`src/rtl/spi_eeprom_pkg.sv`:
```
// spi_eeprom_pkg: opcodes, FSM encoding and status register layout for the SPI EEPROM responder
package spi_eeprom_pkg;
  localparam logic [7:0] OP_WREN  = 8'h06;
  localparam logic [7:0] OP_WRDI  = 8'h04;
  localparam logic [7:0] OP_RDSR  = 8'h05;
  localparam logic [7:0] OP_READ  = 8'h03;
  localparam logic [7:0] OP_WRITE = 8'h02;
  localparam int WEL_BIT = 1;
  localparam int WIP_BIT = 0;
  typedef enum logic [2:0] {IDLE, CMD, ADDR_HI, ADDR_LO, DATA_RD, DATA_WR, STATUS, IGNORE} state_t;
  function automatic logic [7:0] status_byte(input logic wel);
    status_byte = (8'(wel) << WEL_BIT) | (8'(1'b0) << WIP_BIT);
  endfunction
endpackage

```
`src/rtl/spi_sync_edge.sv`:
```
// spi_sync_edge: multi-flop synchronizer with single-clk rise/fall pulses on the synced level
module spi_sync_edge #(
  parameter int   STAGES = 2,
  parameter logic INIT   = 1'b0
) (
  input  logic clk,
  input  logic reset,
  input  logic d,
  output logic q,
  output logic rise,
  output logic fall
);
  logic [STAGES-1:0] sr;
  logic prev;
  always_ff @(posedge clk or posedge reset)
    if (reset) begin
      sr <= {STAGES{INIT}};
      prev <= INIT;
    end else begin
      sr <= STAGES'({sr, d});
      prev <= sr[STAGES-1];
    end
  assign q = sr[STAGES-1];
  assign rise = q & ~prev;
  assign fall = ~q & prev;
endmodule

```
`src/rtl/spi_eeprom_responder.sv`:
```
// spi_eeprom_responder: SPI mode-0 slave emulating an M95xxx-style EEPROM over a synchronous RAM port
module spi_eeprom_responder
  import spi_eeprom_pkg::*;
#(
  parameter int ADDR_W      = 16,
  parameter int PAGE_BYTES  = 32,
  parameter int SYNC_STAGES = 2
) (
  input  logic              clk,
  input  logic              reset,
  input  logic              spi_clk,
  input  logic              ss,
  input  logic              mosi,
  output logic              miso,
  output logic              miso_oe,
  output logic [ADDR_W-1:0] mem_addr,
  input  logic [7:0]        mem_rdata,
  output logic [7:0]        mem_wdata,
  output logic              mem_we
);
  localparam logic [ADDR_W-1:0] PMASK = ADDR_W'(PAGE_BYTES - 1);
  logic sck_q, sck_rise, sck_fall, ss_q, ss_rise, ss_fall, mosi_q, mosi_rise, mosi_fall;
  logic unused_sync;
  state_t state;
  logic [2:0] bit_cnt;
  logic [7:0] rx, tx, addr_hi, rx_byte;
  logic [1:0] pf;
  logic wel, is_write, active;
  logic [ADDR_W-1:0] page_next;
  spi_sync_edge #(.STAGES(SYNC_STAGES), .INIT(1'b0)) u_sck (.clk(clk), .reset(reset), .d(spi_clk), .q(sck_q), .rise(sck_rise), .fall(sck_fall));
  spi_sync_edge #(.STAGES(SYNC_STAGES), .INIT(1'b1)) u_ss (.clk(clk), .reset(reset), .d(ss), .q(ss_q), .rise(ss_rise), .fall(ss_fall));
  spi_sync_edge #(.STAGES(SYNC_STAGES), .INIT(1'b0)) u_mosi (.clk(clk), .reset(reset), .d(mosi), .q(mosi_q), .rise(mosi_rise), .fall(mosi_fall));
  assign unused_sync = ^{sck_q, mosi_rise, mosi_fall};
  assign rx_byte = {rx[6:0], mosi_q};
  assign active = ~ss_q && state != IDLE;
  assign page_next = (mem_addr & ~PMASK) | ((mem_addr + ADDR_W'(1)) & PMASK);
  assign miso = tx[7];
  // pf delays the read-data capture two clks: one for mem_addr to settle, one for RAM latency
  always_ff @(posedge clk or posedge reset)
    if (reset) begin
      state <= IDLE;
      bit_cnt <= '0;
      rx <= '0;
      tx <= '0;
      addr_hi <= '0;
      pf <= '0;
      wel <= 1'b0;
      is_write <= 1'b0;
      miso_oe <= 1'b0;
      mem_addr <= '0;
      mem_wdata <= '0;
      mem_we <= 1'b0;
    end else begin
      mem_we <= 1'b0;
      pf <= {pf[0], 1'b0};
      if (mem_we) mem_addr <= page_next;
      if (pf[1] && state == DATA_RD) begin
        tx <= mem_rdata;
        miso_oe <= 1'b1;
      end
      if (ss_rise) begin
        state <= IDLE;
        bit_cnt <= '0;
        miso_oe <= 1'b0;
        is_write <= 1'b0;
        if (is_write) wel <= 1'b0;
      end else if (ss_fall) begin
        state <= CMD;
        bit_cnt <= '0;
        miso_oe <= 1'b0;
        is_write <= 1'b0;
      end else if (active) begin
        // the first fall of each byte keeps the freshly loaded MSB on miso
        if (sck_fall && bit_cnt != 3'd0 && (state == DATA_RD || state == STATUS)) tx <= {tx[6:0], 1'b0};
        if (sck_rise) begin
          rx <= rx_byte;
          bit_cnt <= bit_cnt + 3'd1;
          if (bit_cnt == 3'd7)
            case (state)
              CMD:
                case (rx_byte)
                  OP_WREN: begin wel <= 1'b1; state <= IGNORE; end
                  OP_WRDI: begin wel <= 1'b0; state <= IGNORE; end
                  OP_RDSR: begin tx <= status_byte(wel); miso_oe <= 1'b1; state <= STATUS; end
                  OP_READ: state <= ADDR_HI;
                  OP_WRITE: begin is_write <= 1'b1; state <= ADDR_HI; end
                  default: state <= IGNORE;
                endcase
              ADDR_HI: begin addr_hi <= rx_byte; state <= ADDR_LO; end
              ADDR_LO: begin
                mem_addr <= ADDR_W'({addr_hi, rx_byte});
                pf[0] <= ~is_write;
                state <= !is_write ? DATA_RD : wel ? DATA_WR : IGNORE;
              end
              DATA_RD: begin mem_addr <= mem_addr + ADDR_W'(1); pf[0] <= 1'b1; end
              DATA_WR: begin mem_wdata <= rx_byte; mem_we <= 1'b1; end
              STATUS: tx <= status_byte(wel);
              default: ;
            endcase
        end
      end
    end
endmodule
```
`config.mk`:
```
export PLATFORM = sky130hd
export DESIGN_NAME = spi_eeprom_responder
export DESIGN_NICKNAME = d
export VERILOG_FILES = /design/src/rtl/spi_eeprom_pkg.sv /design/src/rtl/spi_sync_edge.sv /design/src/rtl/spi_eeprom_responder.sv
export SDC_FILE = /design/constraint.sdc
export NUM_CORES = 1
export LEC_CHECK = 0
export BUFFER_PORTS_ARGS = -buffer_cell sky130_fd_sc_hd__buf_2
export CAP_MARGIN = 5
export CORE_MARGIN = 2
export CORE_UTILIZATION = 63
export CTS_CLUSTER_DIAMETER = 60
export DETAILED_ROUTE_END_ITERATION = 10
export GPL_TIMING_DRIVEN = 0
export PLACE_DENSITY = 0.83
export SETUP_SLACK_MARGIN = 0.4
export SLEW_MARGIN = 20
export SYNTH_ARGS = -nofsm -noshare
export SYNTH_HDL_FRONTEND = slang
export SYNTH_SLANG_ARGS = --single-unit
```
`constraint.sdc`:
```
create_clock -name clk -period 4.85 [get_ports clk]
set_clock_uncertainty 0.15 [all_clocks]
set_input_delay 0.97 -clock clk [delete_from_list [all_inputs] [get_ports clk]]
set_output_delay 0.97 -clock clk [all_outputs]
set_load 0.05 [all_outputs]
```
* Word-level counts from Yosys, hierarchy flattened
Cells that the tools add are included.
** Storage, ports and cells
- Memories :: 0
- Word-level logic and storage cells :: 135
- Bits in writable memories :: 0
- Register bits after elaboration :: 67
- Bits in read-only memories :: 0
- Output and inout bits :: 27
- Bits of input ports :: 13
- Latch bits :: 0
** Operators by class
- $lt $le $gt $ge :: 0
- Equal/unequal tests :: 14
- Shift operators :: 0
- Bitwise operators :: 12
- Add/sub/neg operators :: 2
- Reduce and logical (&&, ||, !) cells :: 26
- Divide/modulo/power cells :: 0
- Muxes and demuxes :: 64
- Multiply operators :: 0
** Operators by type and width (number)
- 2-to-1 mux 16 bit :: 6
- 2-to-1 mux 8 bit :: 8
- 2-to-1 mux 1 bit :: 33
- one-hot mux 16 bit (2 select lines) :: 1
- 2-to-1 mux 3 bit :: 9
- == test 8 x 3 -> 1 bit, second input constant :: 3
- nonzero test 3 bit :: 8
- adder 16 x 1 -> 16 bit, second input constant :: 1
- == test 8 x 2 -> 1 bit, second input constant :: 2
- bitwise OR 16 x 5 -> 16 bit :: 1
- one-hot mux 8 bit (2 select lines) :: 1
- == test 3 bit, second input constant :: 4
- AND reduction 6 bit :: 2
- one-hot mux 3 bit (3 select lines) :: 1
- AND reduction 4 bit :: 2
- nonzero test 2 bit :: 4
- inverter 1 bit :: 7
- AND reduction 7 bit :: 1
- == test 3 x 2 -> 1 bit, second input constant :: 2
- one-hot mux 3 bit (2 select lines) :: 1
- AND reduction 5 bit :: 1
- nonzero test 5 bit :: 1
- bitwise AND 1 bit :: 4
- logical AND 1 bit :: 4
- other kinds (9) :: 11

* Logic depth before layout (Yosys ltp)
Gate-level depths: netlist of run 1.
- Depth after elaboration :: 12
- Depth in mapped cells :: 10
- Gate-level depth less buffers :: 7

* By module
A second synthesis of run 1 with hierarchy kept.
** Unflattened totals
- Cells, all modules :: 322
- Area, all modules :: 3467.1 µm²
** By module, submodules not included
- spi_eeprom_responder :: area each 3181.8 µm², times used 1, sequential area each 1476.4 µm², cells each 304
- spi_sync_edge at u_mosi ... :: area each 93.8 µm², times used 2, sequential area each 75.1 µm², cells each 6
- spi_sync_edge at u_ss :: area each 97.6 µm², times used 1, sequential area each 78.8 µm², cells each 6

* Worst setup path after synthesis of run 1
OpenSTA, ideal clock, no wires.
- Path type :: register to register
- Start :: register u_ss.sr[1]
- End :: register mem_addr[8]
- Arrival :: 2261 ps
- Slack :: 2289 ps
- Path buffers :: 3
- Clock period less this slack :: 2561 ps
- Setup time :: 150 ps
- Data required time :: 4550 ps
- Stages on the path, launching flop included :: 11
- Path through :: dfstp_2 buf_4 inv_1 ha_1 buf_2 nand3b_2 nor3_4 nand3_1 buf_2 o21ai_1 o311ai_1
** Between the ends
- Word-level cells in the longest chain between the ends :: 5
- Elaborated cells between the ends (all ways) :: 7
- Classes of those cells :: 3 x mux; 3 x bitwise; 1 x reduce/logical
** RTL lines
- from (decl) :: RTL line spi_sync_edge.sv:13 : logic [STAGES-1:0] sr;
- from (signal assigned) :: RTL line spi_sync_edge.sv:17 : sr <= {STAGES{INIT}};
- from (signal assigned) :: RTL line spi_sync_edge.sv:20 : sr <= STAGES'({sr, d});
- inverter 1 bit :: RTL line spi_sync_edge.sv:25, spi_eeprom_responder.sv:35
- logical AND 1 bit :: RTL line spi_eeprom_responder.sv:35 : assign active = ~ss_q && state != IDLE;
- 2-to-1 mux 16 bit :: RTL line spi_eeprom_responder.sv:72 : end else if (active) begin
- 2-to-1 mux 16 bit :: RTL line spi_eeprom_responder.sv:67 : end else if (ss_fall) begin
- 2-to-1 mux 16 bit (*) :: RTL line spi_eeprom_responder.sv:61 : if (ss_rise) begin
- to (signal assigned) :: RTL line spi_eeprom_responder.sv:56 : if (mem_we) mem_addr <= page_next;
- to (signal assigned) :: RTL line spi_eeprom_responder.sv:91 : mem_addr <= ADDR_W'({addr_hi, rx_byte});
- to (decl) :: RTL line spi_eeprom_responder.sv:16 : output logic [ADDR_W-1:0] mem_addr,
Every way passes the cells marked *; elsewhere a longest branch is shown, timed or not.
A chain may end at the register's enable or synchronous reset.

* Worst setup path after layout of run 1
Ends and elaborated chain as after synthesis.

==> results of run 1 <==
[synthesized netlist by cell type, types with 2 or more instances]
library cell	number
nor4_1	3
dfrtp_1	64
a41oi_1	2
and2_1	2
o21ai_1	5
o22ai_1	2
buf_6	2
inv_1	9
a21o_1	3
nand2_1	33
nor3_4	3
o41ai_1	2
nor3_1	8
clkbuf_1	3
mux2i_1	9
nand3b_1	4
a22oi_1	4
a21oi_1	13
mux2_2	22
nor4_4	2
xor2_1	3
and4b_1	3
o31ai_1	2
buf_2	8
nor2_1	18
xnor2_1	2
o211ai_1	2
a31oi_1	5
nor2b_1	4
or3_1	3
buf_4	3
nor3b_1	2
a211oi_1	7
o21ai_0	20
or2_2	2
ha_1	6
o311ai_1	2
and3_1	5
nand4_1	2
nand2b_1	2
nand3_1	21
dfstp_2	3
[state kept, by name (all words and copies together) (netlist names), 2 cells and up]
register and count:
tx 8, addr_hi 8, u_ss.sr 2, pf 2, mem_addr 16, bit_cnt 3
state 3, mem_wdata 8, u_mosi.sr 2, rx 7, u_sck.sr 2
[power groups by stage]
stage / clock (mW) / combinational, mW / sequential [mW]
final: 0.586 / 0.277 / 0.664
after detailed placement: 0 / 0.277 / 0.672
after CTS: 0.593 / 0.276 / 0.661
after global routing: 0.623 / 0.308 / 0.670
after floorplan: 0 / 0.218 / 0.648
after global placement: 0 / 0.264 / 0.670
[through the flow]
stage	instance area (um2)	power (mW)	hold WS [ns]	setup slack, ns	cells
after floorplan	3540	0.866	0.181	2.05	340
after CTS	4110	1.53	0.209	1.87	468
final	4110	1.53	0.203	1.88	468
after global placement	3830	0.934	0.183	1.26	451
after detailed placement	3860	0.949	0.190	1.86	452
after global routing	4110	1.60	0.209	1.60	468
[layer usage]
layer,wire (um),track usage [%],up-vias
met1,3570,40.4,1393
met5,0,0,-
li1,-,-,1355
met4,201,11.2,0
met2,3570,41.3,126
met3,604,8.41,19
[critical path, stage by stage, from the launching register on]
cell	delay, ns
dfstp_2	0.54
buf_4	0.20
inv_1	0.09
ha_1	0.27
buf_2	0.21
nand3b_2	0.16
nor3_4	0.50
nand3_1	0.23
buf_2	0.24
o21ai_1	0.15
o311ai_1	0.10
[layout make-up]
type                       instances  area (um2)
timing repair buffer              40         223
multi-input combinational        248        1730
clock inverter                     6         111
tap                               72        90.1
clock buffer                      10         138
sequential                        67        1680
fill                             415        1360
buffer                            16        96.3
inverter                           9        36.3
[cells by family (layout without fill, tap and decap cells)]
family | count (synthesis) | in the layout
and+or+nand+nor | 130 | 130
xor gates and xnor gates | 5 | 5
muxes | 31 | 31
buffers and inverters | 25 | 81
AOI/OAI and AO/OA | 76 | 76
adders and majority gates | 6 | 6
DFF | 67 | 67
[worst paths after layout]
path,from,end,slack (ns),cells after the start
max,u_ss.sr[1],mem_addr[8],1.88,10
min,pf[0],pf[1],0.20,0
max reg2reg,u_ss.sr[1],mem_addr[8],1.88,10
min reg2reg,pf[0],pf[1],0.20,0
max in group asynchronous,reset,u_ss.sr[1],3.59,3
min in group asynchronous,reset,tx[7],0.39,2
==> results.cfg, run 1 <==
[run_status]
status = completed

[floorplan]
die_x_um = 79.0
rows = 27
coreArea_um2 = 5470
start_util_pct = 64.8
die-area_um2 = 6240
io_pins = 40
die_h_um = 79.0

[synth]
synthesis.nets = 359
avgSynthCellArea_um2 = 10.4
yosysWarnings = 0
synth-simple-area-share_pct = 22.4
synth.distinct_cells = 62
synth_seq_cells = 67
synthCells = 340
synth-adder-area-share_pct = 2.12
synth-edff-count = 0
synthFlopType = dfrtp_1
synthMuxAreaShare_pct = 9.53
synth_compound_area_share_pct = 13.6
async_reset_ff_share_pct = 100
synth_top_area_cell = dfrtp_1
synth_top_cell_area_share_pct = 45.2
yosysSeqAreaShare_pct = 47.4
synth_top_family_by_area = simple AND/OR/NAND/NOR gates
synth-xor-area-share_pct = 1.24
ys_top_cells_by_area = dfrtp_1, mux2_2, nand2_1
synth_area_um2 = 3540

[power]
powerDensity_nw_per_um2 = 372
pwr-share-comb_pct = 18.1
p_sw_mw = 0.457
clockPowerShare_pct = 38.4
p_sw_share_pct = 30.0
vdd_drop_max_mv = 0.338
leakage_nw = 1.93
p_int_mw = 1.07
power_frac_seq_pct = 43.5

[cells_and_area]
n_antenna_cell = 0
final_common_cell = dfrtp_1
layout-drive-gt1-share_pct = 27.8
area_delta_synth_final_pct = 15.9
fin_util_pct = 75.1
layout_common_cells = dfrtp_1, buf_2, nand2_1, mux2_2, nand3_1
nNetsFinal = 410

[drt]
drtAntennaViolNets = 0
drcViolationCount = 0
dr.pass1.iters = 5
drt_iter0_drc = 303
viasPerCell = 6.18
vias = 2893
wl_per_cell_um = 17.0
drt-total-wl_um = 7950

[clock_network]
clock_latency_ns = 0.35
htree_levels = 3
hold_buffers = 0
ctsRootBufferMaster = clkbuf_8
clkSinkCount = 67
post_cts_buffers = 0
clk_path_buf_depth = 2
cts_tree = done
cts-resized-gates = 0
cts_buffers = 9
path_clk_slew_ns = 0.08

[global_routing]
track_usage_pct = 28.5
grt-ovfl-total = 0
antenna_found_initial = 0
grt_pass1_vias = 2825
grt_pass1_wl_um = 13600
grt_start_max_net_pins = 55

[timing]
setup-violations-final = 0
worstMarginPinSlew_ns = 0.641
setup_tns_ns = 0
max_slew_margin_pct = 57.0
fmax_mhz = 337
min_period_over_period_pct = 61.3
hold_viol = 0
period_minus_slack_ns = 2.97
drv_slew = 0
rsz0062_at_grt = no

[setup_path]
worstPathRequired_ns = 4.92
setup.worst_path.start_class = flop
cp_max_fo = 10
cp.arrival_ns = 3.04
path_class = flop to flop
end_kind = flop

[place]
gp_congestion = 0.983
io_buffers = 39
detailed_place_hpwl_um = 5390

[min_path]
hold_class = flop to flop

[run]
maxCapViolCount = 0
(Power assumes the default switching activity.)
==> run 2, diff against run 1 <==
CORE_UTILIZATION = 53   (was 63)
PLACE_DENSITY = 0.74   (was 0.83)
clock period = 2.4 ns   (was 4.85 ns; I/O delays follow)
==> run 2 against run 1 <==
The run now ends with DRC left. Setup slack got worse by 1.8 ns. Via count rose by 10%. Maximum frequency rose by 30%. Power rose by 110%. Sequential power rose by 100%. Sequential share of layout area fell by 6.9 points. Worst hold slack got worse by 0.13 ns. Critical path type unchanged. Largest power group unchanged.
==> results.cfg, run 2 (same netlist as run 1, synthesis figures left out) <==
[drt]
wl_per_cell_um = 19.2
drtAntennaViolNets = 0
vias = 3191
drt_iter0_drc = 243
drcViolationCount = 5
viasPerCell = 6.20
drt-total-wl_um = 9910
dr.pass1.iters = 9

[power]
power_frac_seq_pct = 41.8
p_sw_mw = 1.08
p_int_mw = 2.17
powerDensity_nw_per_um2 = 658
leakage_nw = 2.23
vdd_drop_max_mv = 0.482
p_sw_share_pct = 33.1
pwr-share-comb_pct = 24.6
clockPowerShare_pct = 33.6

[floorplan]
die_x_um = 85.8
coreArea_um2 = 6420
io_pins = 40
die-area_um2 = 7360
rows = 29
start_util_pct = 55.2
die_h_um = 85.8

[timing]
hold_viol = 0
max_slew_margin_pct = 60.1
period_minus_slack_ns = 2.29
drv_slew = 0
worstMarginPinSlew_ns = 0.596
rsz0062_at_grt = yes
min_period_over_period_pct = 95.4
fmax_mhz = 437
setup_tns_ns = 0
setup-violations-final = 0

[cells_and_area]
layout-drive-gt1-share_pct = 47.7
stdcell_area_um2 = 4940
largest_register_ffs = 16
final_common_cell = dfrtp_1
area_delta_synth_final_pct = 39.3
layout_common_cells = dfrtp_1, buf_2, nand2_1, buf_4, buf_6
nFillCells = 399
top_register = mem_addr
n_antenna_cell = 0
nNetsFinal = 452

[setup_path]
cp_common_cell = buf_8
cp_max_fo = 7
end_kind = flop
setup.worst_path.start_class = flop
cp_slowest_cell = dfstp_2
worstPathRequired_ns = 2.49
cpPeakStageDelay_ns = 0.55
cp.arrival_ns = 2.38
path_class = flop to flop
crit_chain = buf_8 > inv_6 > ha_4 > buf_8 > nand3b_4 > nor3_4 > buf_6 > buf_8 > mux2_4

[global_routing]
grt_pass1_wl_um = 15400
grt_start_max_net_pins = 27
grt-ovfl-total = 0
grt_pass1_vias = 3052
antenna_found_initial = 0
track_usage_pct = 26.9

[place]
io_buffers = 39
detailed_place_hpwl_um = 5710
detailed_place.area_um2 = 3980
gp_congestion = 0.924

[clock_network]
path_clk_slew_ns = 0.07
clock_latency_ns = 0.36
htree_levels = 3
clk_path_buf_depth = 2
cts_buffers = 9
ctsRootBufferMaster = clkbuf_8
clkSinkCount = 67
cts_tree = done

[min_path]
hold_class = input port to flop

[run_status]
status = finished, violations left
violations = DRC

[run]
maxCapViolCount = 0
[run 2: what timing repair did]
action	4_1_cts	5_1_grt
hold buffers	1	0
hold endpoints to repair	14	0
buffers inserted	24	14
gates resized for setup	51	52
endpoints found under the setup margin	57	58
gates cloned	1	1
pin swaps	22	20
[run 2: stage by stage]
stage	setup slack [ns]	utilization (%)	std cells	total power [mW]	hold slack, ns
2_1_floorplan	0.0255	-	340	1.77	0.181
5_1_grt	0.0217	76.9	515	3.35	0.0704
6_report	0.110	76.9	515	3.25	0.0685
4_1_cts	0.156	71.4	500	3.09	0.0686
3_3_place_gp	-0.237	61.3	456	1.91	0.182
3_5_place_dp	-0.266	61.9	458	1.94	0.185
[run 2: routing by layer]
| layer | track usage, % | up-vias | wire (um) |
|---|---|---|---|
| met1 | 37.1 | 1589 | 4280 |
| met2 | 42.0 | 130 | 4810 |
| met5 | 0 | - | 0 |
| met4 | 12.4 | 0 | 262 |
| li1 | - | 1447 | - |
| met3 | 4.33 | 25 | 551 |
[run 2: final cells by class]
| type | count | area [um2] | area share (%) |
|---|---|---|---|
| Buffer | 16 | 148 | 2.99 |
| Sequential cell | 67 | 1680 | 34.0 |
| Tap cell | 77 | 96.3 | 1.95 |
| Timing Repair Buffer | 82 | 648 | 13.1 |
| Inverter | 9 | 42.5 | 0.861 |
| Clock buffer | 10 | 138 | 2.79 |
| Multi-Input combinational cell | 248 | 2100 | 42.5 |
| Clock inverter | 6 | 88.8 | 1.80 |
[run 2: critical path: cells and delay by family, from the launching register on]
family	cells	cell delay [ns]
DFF	1	0.55
muxes	1	0.30
and+or+nand+nor	2	0.41
adders and majority gates	1	0.25
buffers and inverters	5	0.52
[run 2: worst paths after layout]
path | start | end | slack, ns | cells after the start
max | u_ss.sr[1] | rx[5] | 0.11 | 9
min | ss | u_ss.sr[0] | 0.07 | 1
max reg2reg | u_ss.sr[1] | rx[5] | 0.11 | 9
max in group asynchronous | reset | wel | 0.92 | 5
min reg2reg | u_sck.sr[0] | u_sck.sr[1] | 0.20 | 0
min in group asynchronous | reset | tx[6] | 0.51 | 3
[run 2: power groups by stage]
stage               sequential [mW]  combinational, mW  clock [mW]
detailed placement             1.36              0.579           0
global route                   1.36              0.853        1.14
CTS                            1.34              0.653        1.09
floorplan                      1.31              0.457           0
finish                         1.36              0.799        1.09
global placement               1.36              0.552           0
